===== config.mk =====
export PLATFORM = sky130hd
export DESIGN_NAME = vmac_seq
export DESIGN_NICKNAME = d
export VERILOG_FILES = /design/src/rtl/vmac_seq.sv
export SDC_FILE = /design/constraint.sdc
export NUM_CORES = 1
export LEC_CHECK = 0
export ABC_CLOCK_PERIOD_IN_PS = 2100
export BUFFER_PORTS_ARGS = -buffer_cell sky130_fd_sc_hd__buf_2
export CAP_MARGIN = 20
export CORE_AREA = 2 2 401 403
export CTS_CLUSTER_SIZE = 12
export DETAILED_ROUTE_END_ITERATION = 6
export DIE_AREA = 0 0 403 405
export GPL_TIMING_DRIVEN = 1
export PLACE_DENSITY_LB_ADDON = 0.3
export SLEW_MARGIN = 20
export SYNTH_ARGS = -nofsm -noshare
export SYNTH_HDL_FRONTEND = slang
export SYNTH_SLANG_ARGS = --single-unit

===== constraint.sdc =====
create_clock -name clk -period 2.1 [get_ports clk]
set_input_delay 0.42 -clock clk [delete_from_list [all_inputs] [get_ports clk]]
set_output_delay 0.42 -clock clk [all_outputs]
set_load 0.02 [all_outputs]

===== src/rtl/vmac_seq.sv =====
// vmac_seq: beat-sequencing controller wrapped around an external combinational vector_mac.
// Build option VMAC_SEQ_OPREG_EN registers operands and accumulates in a separate WAIT cycle.
`default_nettype none

module vmac_seq #(
    parameter int E_WIDTH = 8,
    parameter int M_WIDTH = 23,
    parameter int I_WIDTH = 1 + E_WIDTH + M_WIDTH,
    parameter int VECTOR  = 4,
    parameter int LEN_W   = 8
) (
    input  logic                            clk,
    input  logic                            rst_n,
    input  logic                            start_i,
    input  logic [LEN_W-1:0]                len_i,
    input  logic [VECTOR-1:0][I_WIDTH-1:0]  c_init_i,
    input  logic                            in_valid_i,
    output logic                            in_ready_o,
    input  logic [VECTOR-1:0][I_WIDTH-1:0]  a_in_i,
    input  logic [VECTOR-1:0][I_WIDTH-1:0]  b_in_i,
    output logic [VECTOR-1:0][I_WIDTH-1:0]  mac_a_o,
    output logic [VECTOR-1:0][I_WIDTH-1:0]  mac_b_o,
    output logic [VECTOR-1:0][I_WIDTH-1:0]  mac_c_o,
    input  logic [VECTOR-1:0][I_WIDTH-1:0]  mac_out_i,
    output logic                            out_valid_o,
    input  logic                            out_ready_i,
    output logic [VECTOR-1:0][I_WIDTH-1:0]  out_o,
    output logic                            busy_o
);

    typedef enum logic [1:0] {
        S_IDLE = 2'd0,
        S_RUN  = 2'd1,
`ifdef VMAC_SEQ_OPREG_EN
        S_WAIT = 2'd2,
`endif
        S_DONE = 2'd3
    } state_t;

    state_t                           state_q, state_d;
    logic [VECTOR-1:0][I_WIDTH-1:0]   acc_q, acc_d;
    logic [LEN_W-1:0]                 cnt_q, cnt_d;
`ifdef VMAC_SEQ_OPREG_EN
    logic [VECTOR-1:0][I_WIDTH-1:0]   opa_q, opa_d;
    logic [VECTOR-1:0][I_WIDTH-1:0]   opb_q, opb_d;
`endif

    always_ff @(posedge clk or negedge rst_n) begin
        if (!rst_n) begin
            state_q <= S_IDLE;
            acc_q   <= '0;
            cnt_q   <= '0;
`ifdef VMAC_SEQ_OPREG_EN
            opa_q   <= '0;
            opb_q   <= '0;
`endif
        end else begin
            state_q <= state_d;
            acc_q   <= acc_d;
            cnt_q   <= cnt_d;
`ifdef VMAC_SEQ_OPREG_EN
            opa_q   <= opa_d;
            opb_q   <= opb_d;
`endif
        end
    end

    always_comb begin
        state_d     = state_q;
        acc_d       = acc_q;
        cnt_d       = cnt_q;
        in_ready_o  = 1'b0;
        out_valid_o = 1'b0;
        mac_a_o     = '0;
        mac_b_o     = '0;
`ifdef VMAC_SEQ_OPREG_EN
        opa_d       = opa_q;
        opb_d       = opb_q;
`endif
        case (state_q)
            S_IDLE: begin
                if (start_i) begin
                    acc_d   = c_init_i;
                    cnt_d   = len_i;
                    state_d = (len_i == '0) ? S_DONE : S_RUN;
                end
            end
            S_RUN: begin
                in_ready_o = 1'b1;
`ifdef VMAC_SEQ_OPREG_EN
                if (in_valid_i) begin
                    opa_d   = a_in_i;
                    opb_d   = b_in_i;
                    cnt_d   = cnt_q - LEN_W'(1);
                    state_d = S_WAIT;
                end
`else
                mac_a_o = a_in_i;
                mac_b_o = b_in_i;
                if (in_valid_i) begin
                    acc_d = mac_out_i;
                    cnt_d = cnt_q - LEN_W'(1);
                    if (cnt_q == LEN_W'(1)) begin
                        state_d = S_DONE;
                    end
                end
`endif
            end
`ifdef VMAC_SEQ_OPREG_EN
            // cnt was already decremented by the RUN fire, so zero marks the last beat
            S_WAIT: begin
                mac_a_o = opa_q;
                mac_b_o = opb_q;
                acc_d   = mac_out_i;
                state_d = (cnt_q == '0) ? S_DONE : S_RUN;
            end
`endif
            S_DONE: begin
                out_valid_o = 1'b1;
                if (out_ready_i) begin
                    state_d = S_IDLE;
                end
            end
            default: begin
                state_d = S_IDLE;
            end
        endcase
    end

    assign mac_c_o = acc_q;
    assign out_o   = acc_q;
    assign busy_o  = (state_q != S_IDLE);

endmodule

`default_nettype wire

==> results of run 1 <==
## metal layers
layer	routed length (um)	part of all wire	global-route usage
met1	39200	0.36	0.132
met3	13400	0.12	0.0765
met2	53300	0.49	0.216
met4	1410	0.013	0.0177
met5	999	0.0092	0
## state kept, by name (all words and copies together), names as in the netlist
signal and flops:
cnt_q 8, mac_c_o 128, state_q 2
## placed cells by master, fill, tap and decap left out, types with 11 or more instances in the layout
cell / instances
buf_2: 850
nand2_1: 262
and2_1: 161
buf_12: 11
buf_16: 12
nor2_1: 135
clkbuf_16: 24
dfrtp_1: 137
a31oi_1: 129
buf_8: 16
buf_6: 129
and2_4: 96
buf_4: 72
## what timing repair did
action	in CTS	in global routing
cloned	9	10
gates resized for setup	230	256
hold buffers	1	0
pin swaps	13	29
hold endpoints to repair	17	0
setup endpoints to repair	257	258
buffers inserted	10	7
## power groups by stage
| stage | Combinational (uW) | Sequential (uW) | Clock, uW |
|---|---|---|---|
| after global placement | 20700 | 5700 | 0 |
| final | 24600 | 5630 | 3350 |
| after floorplan | 11100 | 6540 | 0 |
| after global routing | 26200 | 5860 | 3650 |
| after CTS | 23300 | 5690 | 3580 |
| after detailed placement | 20700 | 5750 | 0 |
## final cells by class
class | instances | area [um^2]
multi-input cells | 827 | 4490
clock buffers | 17 | 425
repair buffers | 1103 | 7340
inverters | 3 | 23.8
diodes | 10 | 25.0
well taps | 2086 | 2610
flip-flops and latches | 138 | 3450
clock inverters | 15 | 173
fillers | 18600 | 141000
## cells by family after synthesis
kind of cell / after synthesis / synth area share
compound gates: 148 / 0.103
buf+inv: 219 / 0.151
fa+ha+maj: 2 / 0.00276
simple gates: 672 / 0.356
flops: 138 / 0.381
mux: 5 / 0.00552
## how the worst max path moves through the flow
stage / startpoint / to / slack (ns) / cells after the start
2_1_floorplan: state_q[0] / mac_a_o[100] / 0.35 / 6
3_3_place_gp: state_q[1] / mac_a_o[88] / 0.17 / 5
3_5_place_dp: state_q[0] / mac_b_o[46] / 0.15 / 5
4_1_cts: state_q[1] / mac_b_o[31] / -0.26 / 6
5_1_grt: state_q[1] / mac_a_o[9] / -0.27 / 7
6_report: state_q[1] / mac_b_o[32] / -0.18 / 6
## metrics by stage
| step | utilization | setup WS, ns | hold WS (ns) | cell area (um^2) | TNS [ns] |
|---|---|---|---|---|---|
| after global placement | 0.100 | 0.169 | 0.336 | 15900 | 0 |
| after detailed placement | 0.100 | 0.149 | 0.335 | 15900 | 0 |
| after CTS | 0.110 | -0.264 | 0.0467 | 17600 | -53.78 |
| final | 0.116 | -0.177 | 0.123 | 18500 | -27.34 |
| after global routing | 0.116 | -0.274 | 0.0894 | 18500 | -51.89 |
| after floorplan | - | 0.346 | 0.124 | 9060 | 0 |
==> flow_metrics.py, run 1 <==
metrics = {
    "outcome": {
        "status": "finished with violations",
        "violations": "negative setup slack",
    },
    "setup_path": {
        "required_ns": 1.68,
        "critical-path-slowest-cell": "dfrtp_1",
        "critPathTopFamily": "buffers and inverters",
        "r2r_end": "mac_c_o[21]",
        "start_kind": "flop",
        "rr_startpoint": "state_q[1]",
        "end_kind": "output pin",
        "max_stage_delay_ns": 0.38,
        "path_max_fanout": 12,
        "worst-path-buf-inv": 4,
        "r2r_cells": 8,
        "critical_path_class": "flop to output pin",
        "crit_chain": "nand2b_4 -> inv_12 -> buf_16 -> clkbuf_16 -> and2_1 -> buf_4",
        "rrSetupSlack_ns": 0.14,
        "cp.arrival_ns": 1.86,
    },
    "yosys": {
        "yosys-top-cells-area": "dfrtp_1 (38%), and2_1 (18%), buf_4 (11%)",
        "ys_seq_area_frac": 0.381,
        "yosysTopAreaCell": "dfrtp_1",
        "avgSynthCellArea_um2": 7.65,
        "yosysWarnings": 0,
        "async_flop_share": 1.00,
        "netlist_instances": 1184,
        "ys.flop_type": "dfrtp_1",
        "synth_commonest_cells": "nand2_1 (262), and2_1 (257), dfrtp_1 (138)",
        "synthesis.area_um2": 9060,
        "synth_top_area_frac": 0.381,
        "synth_cell_types": 34,
        "synth_fp_nets": 1711,
        "synth_most_common_cell": "nand2_1",
        "synth_edf_count": 0,
        "yosys_register_bits": 138,
    },
    "die": {
        "fp.dieW_um": 403,
        "io-pin-count": 1040,
        "die-area_um2": 163000,
        "start_util": 0.0569,
        "die_h_um": 405,
        "core_area_um2": 159000,
        "rows": 147,
    },
    "final_layout": {
        "fin_cells": 4199,
        "area_growth_pct": 105,
        "drive_gt1_frac": 0.589,
        "nNetsFinal": 2617,
    },
    "global_route": {
        "grt_first_pass_wirelength_um": 130000,
        "grt_max_degree": 137,
        "grt_usage": 0.125,
        "antenna_found_initial": 122,
        "grt_pass1_vias": 11500,
        "grt_overflow": 0,
    },
    "pwr": {
        "vdd_drop_max_uv": 1010,
        "pwr_density_cell_nw_per_um2": 1810,
        "swShare": 0.557,
        "pwr-share-seq": 0.167,
        "pwr-share-clk": 0.100,
        "total_power_uw": 33600,
        "switching_power_uw": 18700,
        "intPower_uw": 14900,
        "p_comb_frac": 0.733,
        "p_leak_uw": 0.00882,
    },
    "timing": {
        "layout_min_cycle_time_ns": 2.28,
        "max_slew_margin": 0.478,
        "finalMaxSlewViolations": 0,
        "period_share": 1.08,
        "setup_slack_ns": -0.177,
        "rsz0062_at_grt": "yes",
        "fin_skew_ns": 0.0240,
        "finalHoldViolations": 0,
        "setup_viol": 239,
        "max_freq_mhz": 439,
        "worstMarginPinSlew_ns": 0.782,
    },
    "detailed_routing": {
        "num_vias": 12500,
        "dr.pass1.iters": 7,
        "drt-initial-drc-count": 737,
        "ant_nets": 0,
        "wl_um": 108000,
        "wl_per_cell_um": 25.8,
        "drc": 0,
        "viasPerCell": 2.97,
    },
    "min_path": {
        "hold_end": "state_q[0]",
        "min_from": "out_ready_i",
        "min-delay-path-class": "input port to flop",
        "whs_path_depth": 2,
    },
    "clock_network": {
        "clk_pin_slew_ns": 0.07,
        "root_buffer": "clkbuf_16",
        "insertion_delay_ns": 0.52,
        "cts_tree": "yes",
        "htreeDepth": 4,
        "clock-sinks": 138,
        "cts_buffers": 17,
        "clk_path_buf_depth": 2,
    },
    "placed_design": {
        "io_buffers": 1039,
        "place_hpwl_um": 92800,
        "gp_congestion": 0.818,
        "placed_cells": 4121,
    },
    "flow_run": {
        "maxCapViolCount": 0,
    },
}
Note: power is estimated with default switching activity, not from simulation.
==> run 2: changes to the inputs <==
--- a/config.mk
+++ b/config.mk
@@ -8,12 +8,15 @@
 export ABC_CLOCK_PERIOD_IN_PS = 2100
 export BUFFER_PORTS_ARGS = -buffer_cell sky130_fd_sc_hd__buf_2
 export CAP_MARGIN = 20
-export CORE_AREA = 2 2 401 403
+export CELL_PAD_IN_SITES_DETAIL_PLACEMENT = 0
+export CELL_PAD_IN_SITES_GLOBAL_PLACEMENT = 1
+export CORE_AREA = 2 2 404 406
+export CTS_BUF_LIST = sky130_fd_sc_hd__clkbuf_4
 export CTS_CLUSTER_SIZE = 12
 export DETAILED_ROUTE_END_ITERATION = 6
-export DIE_AREA = 0 0 403 405
+export DIE_AREA = 0 0 406 408
 export GPL_TIMING_DRIVEN = 1
-export PLACE_DENSITY_LB_ADDON = 0.3
+export PLACE_DENSITY = 0.38
 export SLEW_MARGIN = 20
 export SYNTH_ARGS = -nofsm -noshare
 export SYNTH_HDL_FRONTEND = slang
==> run 2 against run 1 <==
Effect of this change: the flow still finishes with violations (negative setup slack); first-iteration DRC count is 10% lower; register-to-register slack worse by 0.18 ns; sequential share of layout area is 3.0 points lower; count of clock-buffer cells in the layout stayed put; setup slack worse by 0.39 ns; global-route usage is 1.4 points lower; maximum frequency is 14% lower; clock power is 31% lower; design area is 19% higher.
==> flow_metrics.py, run 2 (same netlist as run 1, synthesis figures left out) <==
metrics = {
    "outcome": {
        "status": "finished with violations",
        "violations": "negative setup slack",
    },
    "die": {
        "fp.dieW_um": 406,
        "rows": 148,
        "start_util": 0.0560,
        "die_h_um": 408,
        "die-area_um2": 166000,
        "core_area_um2": 162000,
        "io-pin-count": 1040,
    },
    "detailed_routing": {
        "num_vias": 13400,
        "dr.pass1.iters": 5,
        "drt-initial-drc-count": 663,
        "wl_per_cell_um": 21.9,
        "drc": 0,
        "wl_um": 101000,
        "viasPerCell": 2.90,
        "ant_nets": 0,
    },
    "setup_path": {
        "max_stage_delay_ns": 0.46,
        "crit_chain": "nand2b_4 -> inv_16 -> buf_12 -> buf_12 -> buf_16 -> and2_4 -> buf_6",
        "required_ns": 1.68,
        "path_max_fanout": 10,
        "end_kind": "output pin",
        "path_common_cell": "buf_12",
        "cp.arrival_ns": 2.24,
        "critical-path-slowest-cell": "dfrtp_1",
        "critical_path_class": "flop to output pin",
        "start_kind": "flop",
    },
    "global_route": {
        "grt_first_pass_wirelength_um": 123000,
        "antenna_found_initial": 63,
        "grt_pass1_vias": 13500,
        "grtUsageMet1": 0.125,
        "grt.met3_usage": 0.0380,
        "grt_overflow": 0,
        "grt_usage": 0.112,
        "busiest_layer": "met2",
        "grt_max_degree": 98,
        "grt_use_met2": 0.196,
    },
    "timing": {
        "max_freq_mhz": 375,
        "layout_min_cycle_time_ns": 2.66,
        "period_share": 1.27,
        "setup_slack_ns": -0.563,
        "setup_viol": 269,
        "finalMaxSlewViolations": 0,
        "worstMarginPinSlew_ns": 0.503,
        "max_slew_margin": 0.665,
        "whs_ns": 0.294,
        "finalHoldViolations": 0,
        "rsz0062_at_grt": "yes",
        "fin_skew_ns": 0.0411,
    },
    "final_layout": {
        "postLayoutCellArea_um2": 22100,
        "area_growth_pct": 144,
        "drive_gt1_frac": 0.551,
        "nNetsFinal": 2934,
        "layout_commonest_cell": "buf_2",
        "fillers": 18800,
        "fin_cells": 4617,
        "mostFrequentLayoutCells": "buf_2 (817), dlygate4sd3_1 (271), nand2_1 (262)",
        "largest_reg_flops": 128,
    },
    "placed_design": {
        "io_buffers": 1039,
        "placed_cells": 4228,
        "place_area_um2": 16100,
        "place_hpwl_um": 79700,
        "gp_congestion": 0.816,
    },
    "clock_network": {
        "htreeDepth": 4,
        "clock-sinks": 138,
        "clk_path_buf_depth": 2,
        "insertion_delay_ns": 0.82,
        "clk_pin_slew_ns": 0.18,
        "cts_tree": "yes",
        "root_buffer": "clkbuf_4",
        "cts_buffers": 17,
    },
    "pwr": {
        "pwr_density_cell_nw_per_um2": 1560,
        "p_leak_uw": 0.0103,
        "vdd_drop_max_uv": 624,
    },
    "flow_run": {
        "maxCapViolCount": 0,
    },
    "min_path": {
        "min-delay-path-class": "input port to flop",
    },
}
[run 2: cell count changes in the layout (fill, tap and decap cells not counted), sizes merged]
cell | previous run | this run
buf | 1090 | 1123
inv | 14 | 11
dlygate4sd3 | 1 | 271
clkbuf | 26 | 39
diode | 10 | 22
bufinv | 1 | 3
clkinv | 1 | 6
bufbuf | 3 | 0
[run 2: layer usage]
layer | routed length, um | up-vias
met3 | 8080 | 133
li1 | - | 6177
met1 | 39100 | 6366
met5 | 351 | -
met2 | 51100 | 674
met4 | 2360 | 54
[run 2: final cells by class]
class	instances	area, um^2	share of cell area
timing repair inverter	4	90.1	0.00408
inverter	3	27.5	0.00125
multi-input combinational	827	4600	0.208
clock inverter	15	190	0.00860
sequential	138	3460	0.157
clock buffer	17	128	0.00577
tap	2175	2720	0.123
timing repair buffer	1416	10800	0.490
antenna	22	55.1	0.00249
[run 2: worst max-delay path, delay by kind of cell, from the launching register on]
kind	cells	cell delay [ns]
AND/OR/NAND/NOR	2	0.33
buffers and inverters	5	0.61
flip-flops	1	0.46
[run 2: worst paths after layout]
path	from	to	slack (ns)	cells past startpoint
setup / recovery	state_q[0]	mac_a_o[51]	-0.56	7
hold / removal	start_i	cnt_q[4]	0.29	5
setup reg to reg	state_q[0]	mac_c_o[19]	-0.04	11
hold reg to reg	cnt_q[6]	cnt_q[6]	0.54	1
max in group asynchronous	rst_n	mac_c_o[117]	0.94	4
min in group asynchronous	rst_n	mac_c_o[48]	0.62	3
[run 2: what timing repair did]
action / in CTS / in global routing
gates resized for setup: 422 / 211
endpoints found under the hold margin: 276 / 0
gates cloned: 19 / 13
hold buffers: 272 / 0
buffers inserted: 24 / 15
pin swaps: 53 / 17
setup endpoints to repair: 354 / 350
[run 2: report_power, final]
part	internal, uW	switching (uW)
clock network	850	1450
registers	4030	1520
logic	11000	15600
total	15900	18600
[run 2: metrics by stage]
stage               utilization  TNS [ns]  setup slack, ns  total power (uW)
floorplan                     -         0            0.346             17700
global placement         0.0998         0           0.0308             25600
detailed placement       0.0998  -0.00332         -0.00332             25500
CTS                       0.131   -205.99           -0.819             33200
global route              0.137   -186.94           -0.750             36700
finish                    0.137   -125.97           -0.563             34500
